File: src/rtl/dsp_mac_sequencer_if.sv
// Signal bundle between the MAC sequencer, its job/operand/result clients and one DSP slice.
// master = sequencer side; slave = environment side (job source, operand feed, result sink, DSP).
interface dsp_mac_sequencer_if #(
    parameter int AW    = 30,
    parameter int BW    = 18,
    parameter int PW    = 48,
    parameter int LEN_W = 8
);
    logic             cfg_valid;
    logic             cfg_ready;
    logic [LEN_W-1:0] cfg_len;
    logic [PW-1:0]    cfg_bias;

    logic             in_valid;
    logic             in_ready;
    logic [AW-1:0]    in_a;
    logic [BW-1:0]    in_b;

    logic             out_valid;
    logic             out_ready;
    logic [PW-1:0]    out_p;
    logic             busy;

    logic             dsp_enable;
    logic             dsp_rst;
    logic [AW-1:0]    dsp_a;
    logic [BW-1:0]    dsp_b;
    logic [PW-1:0]    dsp_c;
    logic [3:0]       dsp_alumode;
    logic [4:0]       dsp_inmode;
    logic [8:0]       dsp_opmode;
    logic [PW-1:0]    dsp_p;

    modport master (
        input  cfg_valid, cfg_len, cfg_bias, in_valid, in_a, in_b, out_ready, dsp_p,
        output cfg_ready, in_ready, out_valid, out_p, busy,
               dsp_enable, dsp_rst, dsp_a, dsp_b, dsp_c, dsp_alumode, dsp_inmode, dsp_opmode
    );

    modport slave (
        output cfg_valid, cfg_len, cfg_bias, in_valid, in_a, in_b, out_ready, dsp_p,
        input  cfg_ready, in_ready, out_valid, out_p, busy,
               dsp_enable, dsp_rst, dsp_a, dsp_b, dsp_c, dsp_alumode, dsp_inmode, dsp_opmode
    );
endinterface

File: src/rtl/dsp_mac_sequencer.sv
// Streams N signed (a,b) beats into one DSP slice as P = bias + sum(a*b), returns P on valid/ready.
// Latency: out_valid rises INPUTREG+DSPPIPEREG+2 edges after the last beat (or the N=0 job accept).
// Backpressure: in_valid gaps issue HOLD; out_ready low holds the result and blocks new jobs.
module dsp_mac_sequencer #(
    parameter int AW         = 30,
    parameter int BW         = 18,
    parameter int PW         = 48,
    parameter int INPUTREG   = 1,
    parameter int DSPPIPEREG = 0,
    parameter int LEN_W      = 8
) (
    input logic                 clk,
    input logic                 rst_n,
    dsp_mac_sequencer_if.master bus
);
    localparam int D   = INPUTREG + DSPPIPEREG;
    localparam int L   = D + 1;
    localparam int DCW = $clog2(L + 1);

    localparam logic [8:0] op_first = 9'b110000101;
    localparam logic [8:0] op_acc   = 9'b000100101;
    localparam logic [8:0] op_hold  = 9'b000100000;
    localparam logic [8:0] op_bias  = 9'b110000000;

    typedef enum logic [1:0] {st_idle, st_feed, st_drain, st_result} state_t;

    state_t           state, state_nx;
    logic [LEN_W-1:0] beats_left;
    logic             first_beat;
    logic [DCW-1:0]   drain_cnt;
    logic [D:0][8:0]  op_pipe;
    logic [AW-1:0]    a_q;
    logic [BW-1:0]    b_q;
    logic [PW-1:0]    c_q;
    logic [PW-1:0]    p_q;
    logic             out_vld_q;
    logic             dsp_rst_q;
    logic             dsp_en_q;

    logic             cfg_rdy;
    logic             in_rdy;
    logic [8:0]       op_issue;
    logic             cfg_fire;
    logic             beat_fire;
    logic             drain_done;
    logic             out_fire;

    assign cfg_fire   = bus.cfg_valid && cfg_rdy;
    assign beat_fire  = bus.in_valid && in_rdy;
    assign drain_done = (state == st_drain) && (drain_cnt == DCW'(L));
    assign out_fire   = out_vld_q && bus.out_ready;

    always_ff @(posedge clk or negedge rst_n) begin
        if (!rst_n) state <= st_idle;
        else        state <= state_nx;
    end

    always_comb begin
        state_nx = state;
        case (state)
            st_idle:   if (cfg_fire) state_nx = (bus.cfg_len == '0) ? st_drain : st_feed;
            st_feed:   if (beat_fire && beats_left == LEN_W'(1)) state_nx = st_drain;
            st_drain:  if (drain_done) state_nx = st_result;
            st_result: if (out_fire) state_nx = st_idle;
            default:   state_nx = st_idle;
        endcase
    end

    // Any cycle without a beat (or an N=0 bias load) issues HOLD so bubbles leave P untouched.
    always_comb begin
        cfg_rdy  = (state == st_idle);
        in_rdy   = (state == st_feed);
        op_issue = op_hold;
        if (cfg_fire && bus.cfg_len == '0) op_issue = op_bias;
        else if (beat_fire)                op_issue = first_beat ? op_first : op_acc;
    end

    // op_pipe[0] is loaded on the same edge as dsp_a/b; D more stages meet the slice's A/B/M regs.
    always_ff @(posedge clk or negedge rst_n) begin
        if (!rst_n) begin
            op_pipe    <= {(D + 1){op_hold}};
            beats_left <= '0;
            first_beat <= 1'b0;
            drain_cnt  <= '0;
            a_q        <= '0;
            b_q        <= '0;
            c_q        <= '0;
            p_q        <= '0;
            out_vld_q  <= 1'b0;
            dsp_rst_q  <= 1'b1;
            dsp_en_q   <= 1'b0;
        end else begin
            dsp_rst_q <= 1'b0;
            dsp_en_q  <= 1'b1;
            for (int i = D; i > 0; i--) op_pipe[i] <= op_pipe[i-1];
            op_pipe[0] <= op_issue;

            if (cfg_fire) begin
                c_q        <= bus.cfg_bias;
                beats_left <= bus.cfg_len;
                first_beat <= 1'b1;
                if (bus.cfg_len == '0) begin
                    a_q <= '0;
                    b_q <= '0;
                end
            end
            if (beat_fire) begin
                a_q        <= bus.in_a;
                b_q        <= bus.in_b;
                beats_left <= beats_left - 1'b1;
                first_beat <= 1'b0;
            end

            drain_cnt <= (state == st_drain) ? drain_cnt + 1'b1 : '0;

            if (drain_done) begin
                p_q       <= bus.dsp_p;
                out_vld_q <= 1'b1;
            end else if (out_fire) begin
                out_vld_q <= 1'b0;
            end
        end
    end

    assign bus.cfg_ready   = cfg_rdy;
    assign bus.in_ready    = in_rdy;
    assign bus.out_valid   = out_vld_q;
    assign bus.out_p       = p_q;
    assign bus.busy        = (state != st_idle);
    assign bus.dsp_enable  = dsp_en_q;
    assign bus.dsp_rst     = dsp_rst_q;
    assign bus.dsp_a       = a_q;
    assign bus.dsp_b       = b_q;
    assign bus.dsp_c       = c_q;
    assign bus.dsp_alumode = 4'b0000;
    assign bus.dsp_inmode  = 5'b00000;
    assign bus.dsp_opmode  = op_pipe[D];
endmodule

File: src/flat_wrapper.sv
// flat-port wrapper written by rule: the top's interface ports become plain ports
module dsp_mac_sequencer_flat 
#(
    parameter int AW         = 30,
    parameter int BW         = 18,
    parameter int PW         = 48,
    parameter int INPUTREG   = 1,
    parameter int DSPPIPEREG = 0,
    parameter int LEN_W      = 8
)
  (clk, rst_n, bus_cfg_valid, bus_cfg_len, bus_cfg_bias, bus_in_valid, bus_in_a, bus_in_b, bus_out_ready, bus_dsp_p, bus_cfg_ready, bus_in_ready, bus_out_valid, bus_out_p, bus_busy, bus_dsp_enable, bus_dsp_rst, bus_dsp_a, bus_dsp_b, bus_dsp_c, bus_dsp_alumode, bus_dsp_inmode, bus_dsp_opmode);
  dsp_mac_sequencer_if #(.AW(AW), .BW(BW), .PW(PW), .LEN_W(LEN_W)) bus_i ();
  input logic clk;
  input logic rst_n;
  input wire logic [$bits(bus_i.cfg_valid)-1:0] bus_cfg_valid;
  input wire logic [$bits(bus_i.cfg_len)-1:0] bus_cfg_len;
  input wire logic [$bits(bus_i.cfg_bias)-1:0] bus_cfg_bias;
  input wire logic [$bits(bus_i.in_valid)-1:0] bus_in_valid;
  input wire logic [$bits(bus_i.in_a)-1:0] bus_in_a;
  input wire logic [$bits(bus_i.in_b)-1:0] bus_in_b;
  input wire logic [$bits(bus_i.out_ready)-1:0] bus_out_ready;
  input wire logic [$bits(bus_i.dsp_p)-1:0] bus_dsp_p;
  output wire logic [$bits(bus_i.cfg_ready)-1:0] bus_cfg_ready;
  output wire logic [$bits(bus_i.in_ready)-1:0] bus_in_ready;
  output wire logic [$bits(bus_i.out_valid)-1:0] bus_out_valid;
  output wire logic [$bits(bus_i.out_p)-1:0] bus_out_p;
  output wire logic [$bits(bus_i.busy)-1:0] bus_busy;
  output wire logic [$bits(bus_i.dsp_enable)-1:0] bus_dsp_enable;
  output wire logic [$bits(bus_i.dsp_rst)-1:0] bus_dsp_rst;
  output wire logic [$bits(bus_i.dsp_a)-1:0] bus_dsp_a;
  output wire logic [$bits(bus_i.dsp_b)-1:0] bus_dsp_b;
  output wire logic [$bits(bus_i.dsp_c)-1:0] bus_dsp_c;
  output wire logic [$bits(bus_i.dsp_alumode)-1:0] bus_dsp_alumode;
  output wire logic [$bits(bus_i.dsp_inmode)-1:0] bus_dsp_inmode;
  output wire logic [$bits(bus_i.dsp_opmode)-1:0] bus_dsp_opmode;
  assign bus_i.cfg_valid = bus_cfg_valid;
  assign bus_i.cfg_len = bus_cfg_len;
  assign bus_i.cfg_bias = bus_cfg_bias;
  assign bus_i.in_valid = bus_in_valid;
  assign bus_i.in_a = bus_in_a;
  assign bus_i.in_b = bus_in_b;
  assign bus_i.out_ready = bus_out_ready;
  assign bus_i.dsp_p = bus_dsp_p;
  assign bus_cfg_ready = bus_i.cfg_ready;
  assign bus_in_ready = bus_i.in_ready;
  assign bus_out_valid = bus_i.out_valid;
  assign bus_out_p = bus_i.out_p;
  assign bus_busy = bus_i.busy;
  assign bus_dsp_enable = bus_i.dsp_enable;
  assign bus_dsp_rst = bus_i.dsp_rst;
  assign bus_dsp_a = bus_i.dsp_a;
  assign bus_dsp_b = bus_i.dsp_b;
  assign bus_dsp_c = bus_i.dsp_c;
  assign bus_dsp_alumode = bus_i.dsp_alumode;
  assign bus_dsp_inmode = bus_i.dsp_inmode;
  assign bus_dsp_opmode = bus_i.dsp_opmode;
  dsp_mac_sequencer #(.AW(AW), .BW(BW), .PW(PW), .INPUTREG(INPUTREG), .DSPPIPEREG(DSPPIPEREG), .LEN_W(LEN_W)) u_core (.clk(clk), .rst_n(rst_n), .bus(bus_i));
endmodule
File: config.mk
export PLATFORM = sky130hd
export DESIGN_NAME = dsp_mac_sequencer_flat
export DESIGN_NICKNAME = d
export VERILOG_FILES = /design/src/rtl/dsp_mac_sequencer_if.sv /design/src/rtl/dsp_mac_sequencer.sv /design/src/flat_wrapper.sv
export SDC_FILE = /design/constraint.sdc
export NUM_CORES = 1
export LEC_CHECK = 0
export CAP_MARGIN = 20
export CORE_ASPECT_RATIO = 1.75
export CORE_UTILIZATION = 41
export CTS_CLUSTER_SIZE = 12
export DETAILED_ROUTE_END_ITERATION = 7
export GPL_TIMING_DRIVEN = 0
export PLACE_DENSITY = 0.82
export SETUP_SLACK_MARGIN = 0.5
export SLEW_MARGIN = 0
export SYNTH_ARGS = -nofsm -noshare
export SYNTH_HDL_FRONTEND = slang
export SYNTH_SLANG_ARGS = --single-unit
File: constraint.sdc
create_clock -name clk -period 2.05 [get_ports clk]
set_input_delay 0.41 -clock clk [delete_from_list [all_inputs] [get_ports clk]]
set_output_delay 0.41 -clock clk [all_outputs]
set_load 0.02 [all_outputs]
==> impl_metrics.json, run 1 <==
{
  "run_status": "finished, violations left",
  "violations": "design-rule violations",
  "skew_ns": 0.0104,
  "firstDrtPassIters": 8,
  "io_pins": 325,
  "cts_buffers": 17,
  "hold_violations": 0,
  "layout.nets": 1100,
  "ys_types": 38,
  "gp_congestion": 0.776,
  "num_vias": 5640,
  "dr.first_iter.drc_count": 195,
  "wl_per_cell_um": 18.9,
  "synth_top_cell_by_area": "dfrtp_1",
  "syn-cell-area_sq_mm": 0.00661,
  "cts.sink_count": 166,
  "core_area_sq_mm": 0.0158,
  "drc": 22,
  "setup_viol": 0,
  "ctsLongestPathBuffers": 2,
  "use_met1_pct": 25.1,
  "cp_max_fo": 6,
  "path_buf_inv": 3,
  "cp_slowest_cell": "dfrtp_1",
  "hold_path_class": "register to register",
  "netlist_instances": 529,
  "cts-root-buf": "clkbuf_16",
  "critPathKind": "register to primary output",
  "area_growth_pct": 81.4,
  "cap_violations": 0,
  "viasPerCell": 4.96,
  "diodes": 0,
  "rows": 61,
  "setup_tns_ns": 0,
  "clk_pin_slew_worst_paths_ns": 0.07,
  "drive_above_1_share_pct": 38.7,
  "insertion_delay_ns": 0.42,
  "cpPeakStageDelay_ns": 0.41,
  "start_kind": "register",
  "synth.area.top_cells": "dfrtp_1 62%, mux2_2 16%, nand2_1 5.7%",
  "grt_pass1_vias": 5772,
  "rsz0062_at_grt": "yes",
  "critPathRequiredTime_ns": 1.64,
  "die_height_um": 170,
  "fp.dieArea_sq_mm": 0.0167,
  "synthTopCellsByCount": "163 x dfrtp_1, 101 x nand2_1, 96 x mux2_2",
  "fmax_mhz": 566,
  "hpwlAfterDp_um": 13500,
  "yosysWarnings": 0,
  "cp.arrival_ns": 1.36,
  "synth.most_common_cell": "dfrtp_1",
  "initial_core_util_pct": 41.9,
  "met2_usage_pct": 43.9,
  "fin_util_pct": 75.9,
  "top_usage_layer": "met2",
  "die_w_um": 98,
  "slew_violations": 0,
  "grt_max_degree": 88,
  "yosysTopAreaCellShare_pct": 61.7,
  "async_flop_share_pct": 100,
  "synth_edf_count": 0,
  "leakagePower_nw": 5.54,
  "ys_ff_latch": 166,
  "yosysSeqAreaShare_pct": 62.9,
  "cp_top_family": "flip-flops",
  "critical_path.endpoint_type": "primary output",
  "syn_area_per_cell_sq_um": 12.5,
  "ys.flop_type": "dfrtp_1",
  "h-tree-depth": 4,
  "p_per_area_mw_per_mm2": 1520,
  "grtUsageTotal_pct": 23.8,
  "grt_use_met3_pct": 5.87,
  "globalRoute.totalOverflow": 0,
  "fin_crit_ns": 1.77,
  "tritoncts": "yes",
  "power_w": 0.0182,
  "numPortBuffers": 311,
  "grt_pass1_wl_um": 30400,
  "path_cells": "inv_2, ha_4, inv_4, buf_4",
  "peakVddDrop_mv": 1.01,
  "drt_wl_total_um": 21500,
  "antenna_found_initial": 0,
  "ant_nets": 0,
  "timing.final.crit_share_pct": 86.1
}
[metrics by stage]
step	setup slack, ns	instances	area [sq um]	hold slack (ns)
2_1_floorplan	0.403	542	6820	0.114
5_1_grt	0.218	1137	12000	0.358
6_report	0.284	1137	12000	0.357
4_1_cts	0.278	1113	11400	0.357
3_3_place_gp	-6.27	1042	10200	0.332
3_5_place_dp	-0.232	1043	10200	0.338
[cells by family (layout without fill, tap and decap cells)]
group           after synthesis  after routing  synth area share [%]
fa+ha+maj                     8              8                  1.51
flops                       166            166                  62.9
mux                          99             99                  16.9
simple gates                125            125                  7.91
buf+inv                      54            460                  4.22
other cells                   2             15                 0.114
compound gates               75             75                  6.49
[worst paths after layout]
kind                                             start                                 end  slack [ns]  cells past startpoint
hold reg to reg            u_core.op_pipe[5]$_DFF_PN1_  u_core.bus.dsp_opmode[5]$_DFF_PN1_        0.36                      0
setup reg to reg           u_core.state[1]$_DFFE_PN0P_         u_core.state[1]$_DFFE_PN0P_        0.30                      8
min in group asynchronous                        rst_n     u_core.bus.dsp_c[8]$_DFFE_PN0P_        0.53                      2
hold / removal             u_core.op_pipe[5]$_DFF_PN1_  u_core.bus.dsp_opmode[5]$_DFF_PN1_        0.36                      0
setup / recovery           u_core.state[1]$_DFFE_PN0P_                            bus_busy        0.28                      4
max in group asynchronous                        rst_n    u_core.beats_left[5]$_DFFE_PN0P_        0.69                      3
[final cells by class]
| class | count | area (sq um) |
|---|---|---|
| sequential | 166 | 4160 |
| tap | 189 | 236 |
| clock inverter | 10 | 145 |
| inverter | 9 | 38.8 |
| buffer | 45 | 524 |
| multi-input combinational | 322 | 2740 |
| timing repair buffer | 374 | 3670 |
| fill | 1008 | 3800 |
| clock buffer | 22 | 474 |
[per-layer routing]
| layer | vias up | part of all wire (%) |
|---|---|---|
| met5 | - | 0 |
| met4 | 0 | 3.3 |
| met3 | 46 | 5.8 |
| met2 | 223 | 56 |
| met1 | 2796 | 35 |
| li1 | 2575 | - |
[registers in the layout, summed over array words and instances (netlist names), 3 cells and up]
name,count
u_core.beats_left,8
u_core.bus.dsp_c,48
u_core.op_pipe,3
u_core.bus.dsp_opmode,3
u_core.bus.dsp_b,18
u_core.bus.out_p,48
u_core.bus.dsp_a,30
[where the power goes]
group | total (W) | internal [W] | switching, W | leakage (nW)
Clock | 0.00335 | 0.00202 | 0.00133 | 0.297
Sequential | 0.00577 | 0.00485 | 0.000917 | 1.99
Combinational | 0.00905 | 0.00447 | 0.00458 | 3.25
Total | 0.0182 | 0.0113 | 0.00683 | 5.54
[cell usage in the layout, fill, tap and decap left out, types with 4 or more instances in the layout]
cell             Yosys  layout
a21oi_1              7       4
mux2_2              96      70
nor2_1              11       9
ha_4                 0       4
clkbuf_2             4      36
inv_2                0       4
buf_6                0      23
clkbuf_16            0      28
clkbuf_8             0       4
conb_1               2      15
dlygate4sd2_1        0      24
o21ai_4              0       4
buf_4               18      50
dfrtp_1            163     161
clkdlybuf4s15_2      0       9
clkdlybuf4s15_1      0      90
nand2_1            101      98
a221o_1              5       5
buf_8                0      16
o21ai_1              6       4
nor3_4               1       4
ha_1                 8       4
clkdlybuf4s50_1      0     148
o21ai_2              0      43
buf_12               0       5
mux2_4               1      27
[worst register-to-register path, stage by stage (launching register included)]
cell     delay (ns)
dfrtp_1        0.41
buf_4          0.14
buf_6          0.12
ha_4           0.18
inv_2          0.07
o22ai_1        0.08
a221o_1        0.32
buf_4          0.15
mux2i_1        0.19
[what timing repair did]
item,in CTS,in global routing
buffers inserted,28,20
hold endpoints to repair,71,0
pin swaps,25,23
cloned,9,4
endpoints found under the setup margin,304,301
hold buffers,1,0
resized for setup,376,200
No activity file was read; power rests on OpenSTA's default activity.
==> run 2, diff against run 1 <==
GPL_ROUTABILITY_DRIVEN = 0   (was unset)
==> results of run 2 <==
No change in the layout: final DEF, timing and power equal those of run 1.
==> RTL change (config.mk and constraints of run 1) <==
Re-encode `state_t` (4 states) as Gray code, 2 bits wide.
--- a/src/rtl/dsp_mac_sequencer.sv
+++ b/src/rtl/dsp_mac_sequencer.sv
@@ -23,5 +23,5 @@
     localparam logic [8:0] op_bias  = 9'b110000000;
 
-    typedef enum logic [1:0] {st_idle, st_feed, st_drain, st_result} state_t;
+    typedef enum logic [1:0] {st_idle = 2'b00, st_feed = 2'b01, st_drain = 2'b11, st_result = 2'b10} state_t;
 
     state_t           state, state_nx;
Behaviour: no difference found for any inputs over 4 cycles, from zero or initial values and one cycle with rst_n low; so few cycles prove little.
==> RTL change against run 1 <==
Synthesized area is 0.89% lower; sequential share of layout area grew 2.2 points; largest cell class is now registers; highest routed layer unchanged; synthesized cell count increased by 19%; register-to-register slack got worse by 30 ps; worst setup slack got worse by 66 ps; wire length down 4.6%; cell area is 6.1% lower; critical path type is now input port to flop; utilization is 3.1 points lower; sequential cell count stayed put.
Power is not compared: it rests on default switching activity, and its combinational part moved more than twofold at a synthesized area within 25%.
==> RTL change: results (changes against run 1) <==
* Slowest stage cell, crit path: or4_4
* Fill cell count at 1117 (+11%)
* Synth unique cells at 36 (-5.3%)
* Routability cong. at 0.818 (+5.4%)
* Ranking of synthesized cells by area: dfrtp_1 (62%), nand2_1 (14%), mux2_2 (8.2%)
* First-pass GRT wire length at 31600 um (+4.1%)
* Status: complete, no violations
* Nets@finish at 1161 (+5.5%)
* Final setup violation count at 0 (unchanged)
* Hpwl dp at 14600 um (+8.1%)
* Crit-path max FO at 10 (+4)
* # diodes at 0 (unchanged)
* Worst EP arrival at 2130 ps (+770 ps)
* 1st-pass router iterations at 5 (-3)
* Worst-skew pair later-pin latency at 410 ps
* Vias in the first global route at 6107 (+5.8%)
* List of most frequent post-synthesis cells: nand2_1 (247), dfrtp_1 (163), mux2_2 (48), o21ai_0 (47), buf_4 (18)
* CP peak stage delay at 550 ps (+140 ps)
* Via count at 5903 (+4.7%)
* Clock skew at 11.5 ps (+1.19 ps)
* Synth top area share at 62.2% (+0.55 points)
* Initial DRC count at 160 (-18%)
* Sequential area share after synthesis at 63.4% (+0.56 points)
* Total Wirelength at 20500 um (-4.6%)
* GRT Total Usage at 24.5% (+0.72 points)
* Share of layout cells above drive strength 1 at 30.2% (-8.5 points)
* Largest net degree at the start of global routing at 88 (unchanged)
==> RTL change: cell families after synthesis <==
logic type               share of synthesized area [%]
multiplexers                                      8.25
other                                            0.115
AND/OR/NAND/NOR                                   17.6
adder cells (fa/ha/maj)                          0.573
flip-flops                                        63.4
AO/OA/AOI/OAI                                     5.31
buffers and inverters                             4.70
==> RTL change: worst paths after layout <==
check                             startpoint                  endpoint  slack, ps  depth (start not counted)
setup reg to reg             u_core.state[0]      u_core.bus.dsp_a[13]        270                          7
min in group asynchronous              rst_n       u_core.bus.dsp_a[4]        510                          2
max in group asynchronous              rst_n      u_core.bus.out_p[29]        770                          3
setup / recovery              bus_cfg_len[6]      u_core.bus.dsp_a[13]        220                          6
hold / removal             u_core.op_pipe[7]  u_core.bus.dsp_opmode[7]        340                          0
hold reg to reg            u_core.op_pipe[7]  u_core.bus.dsp_opmode[7]        340                          0
==> RTL change: final cells by class <==
| cell class | count | area (um^2) | share of cell area (%) |
|---|---|---|---|
| multi-input combinational | 413 | 2500 | 22.2 |
| timing repair buffer | 342 | 3260 | 28.9 |
| inverter | 7 | 28.8 | 0.256 |
| clock buffer | 21 | 470 | 4.18 |
| buffer | 54 | 520 | 4.62 |
| tap | 186 | 233 | 2.07 |
| clock inverter | 11 | 88.8 | 0.789 |
| sequential | 166 | 4160 | 36.9 |
==> RTL change: what timing repair did <==
action                     in CTS  in global routing
setup buffers                  11                  9
setup endpoints to repair     303                311
pin swaps                      77                 23
gates resized for setup       382                198
hold buffers                    1                  0
cloned                          8                  1
hold endpoints to repair       17                  0
==> RTL change: routing by layer <==
metal	routed length (um)	GRT usage (%)
met1	7300	26.1
met5	0	0
met3	945	4.98
met4	912	11.9
met2	11300	45.6
==> RTL change: through the flow <==
stage	instances	utilization (%)	setup WS, ps	cell area (um^2)
finish	1200	72.8	218	11300
floorplan	640	-	302	6620
detailed placement	1138	64.7	-599	10000
CTS	1190	71.3	247	11000
global placement	1137	64.5	-6320	9970
global route	1200	72.8	194	11300
==> RTL change: critical path: cells and delay by family <==
kind | cells | cell delay [ps]
buffers and inverters | 3 | 840
and+or+nand+nor | 2 | 780
AOI/OAI and AO/OA | 1 | 100
==> RTL change: power breakdown <==
part           switching [mW]  internal (mW)  leakage, nW
Clock                    1.35           1.67        0.255
Sequential              0.410           3.88         2.03
Combinational            1.75           1.50         3.01
Total                    3.51           7.04         5.29
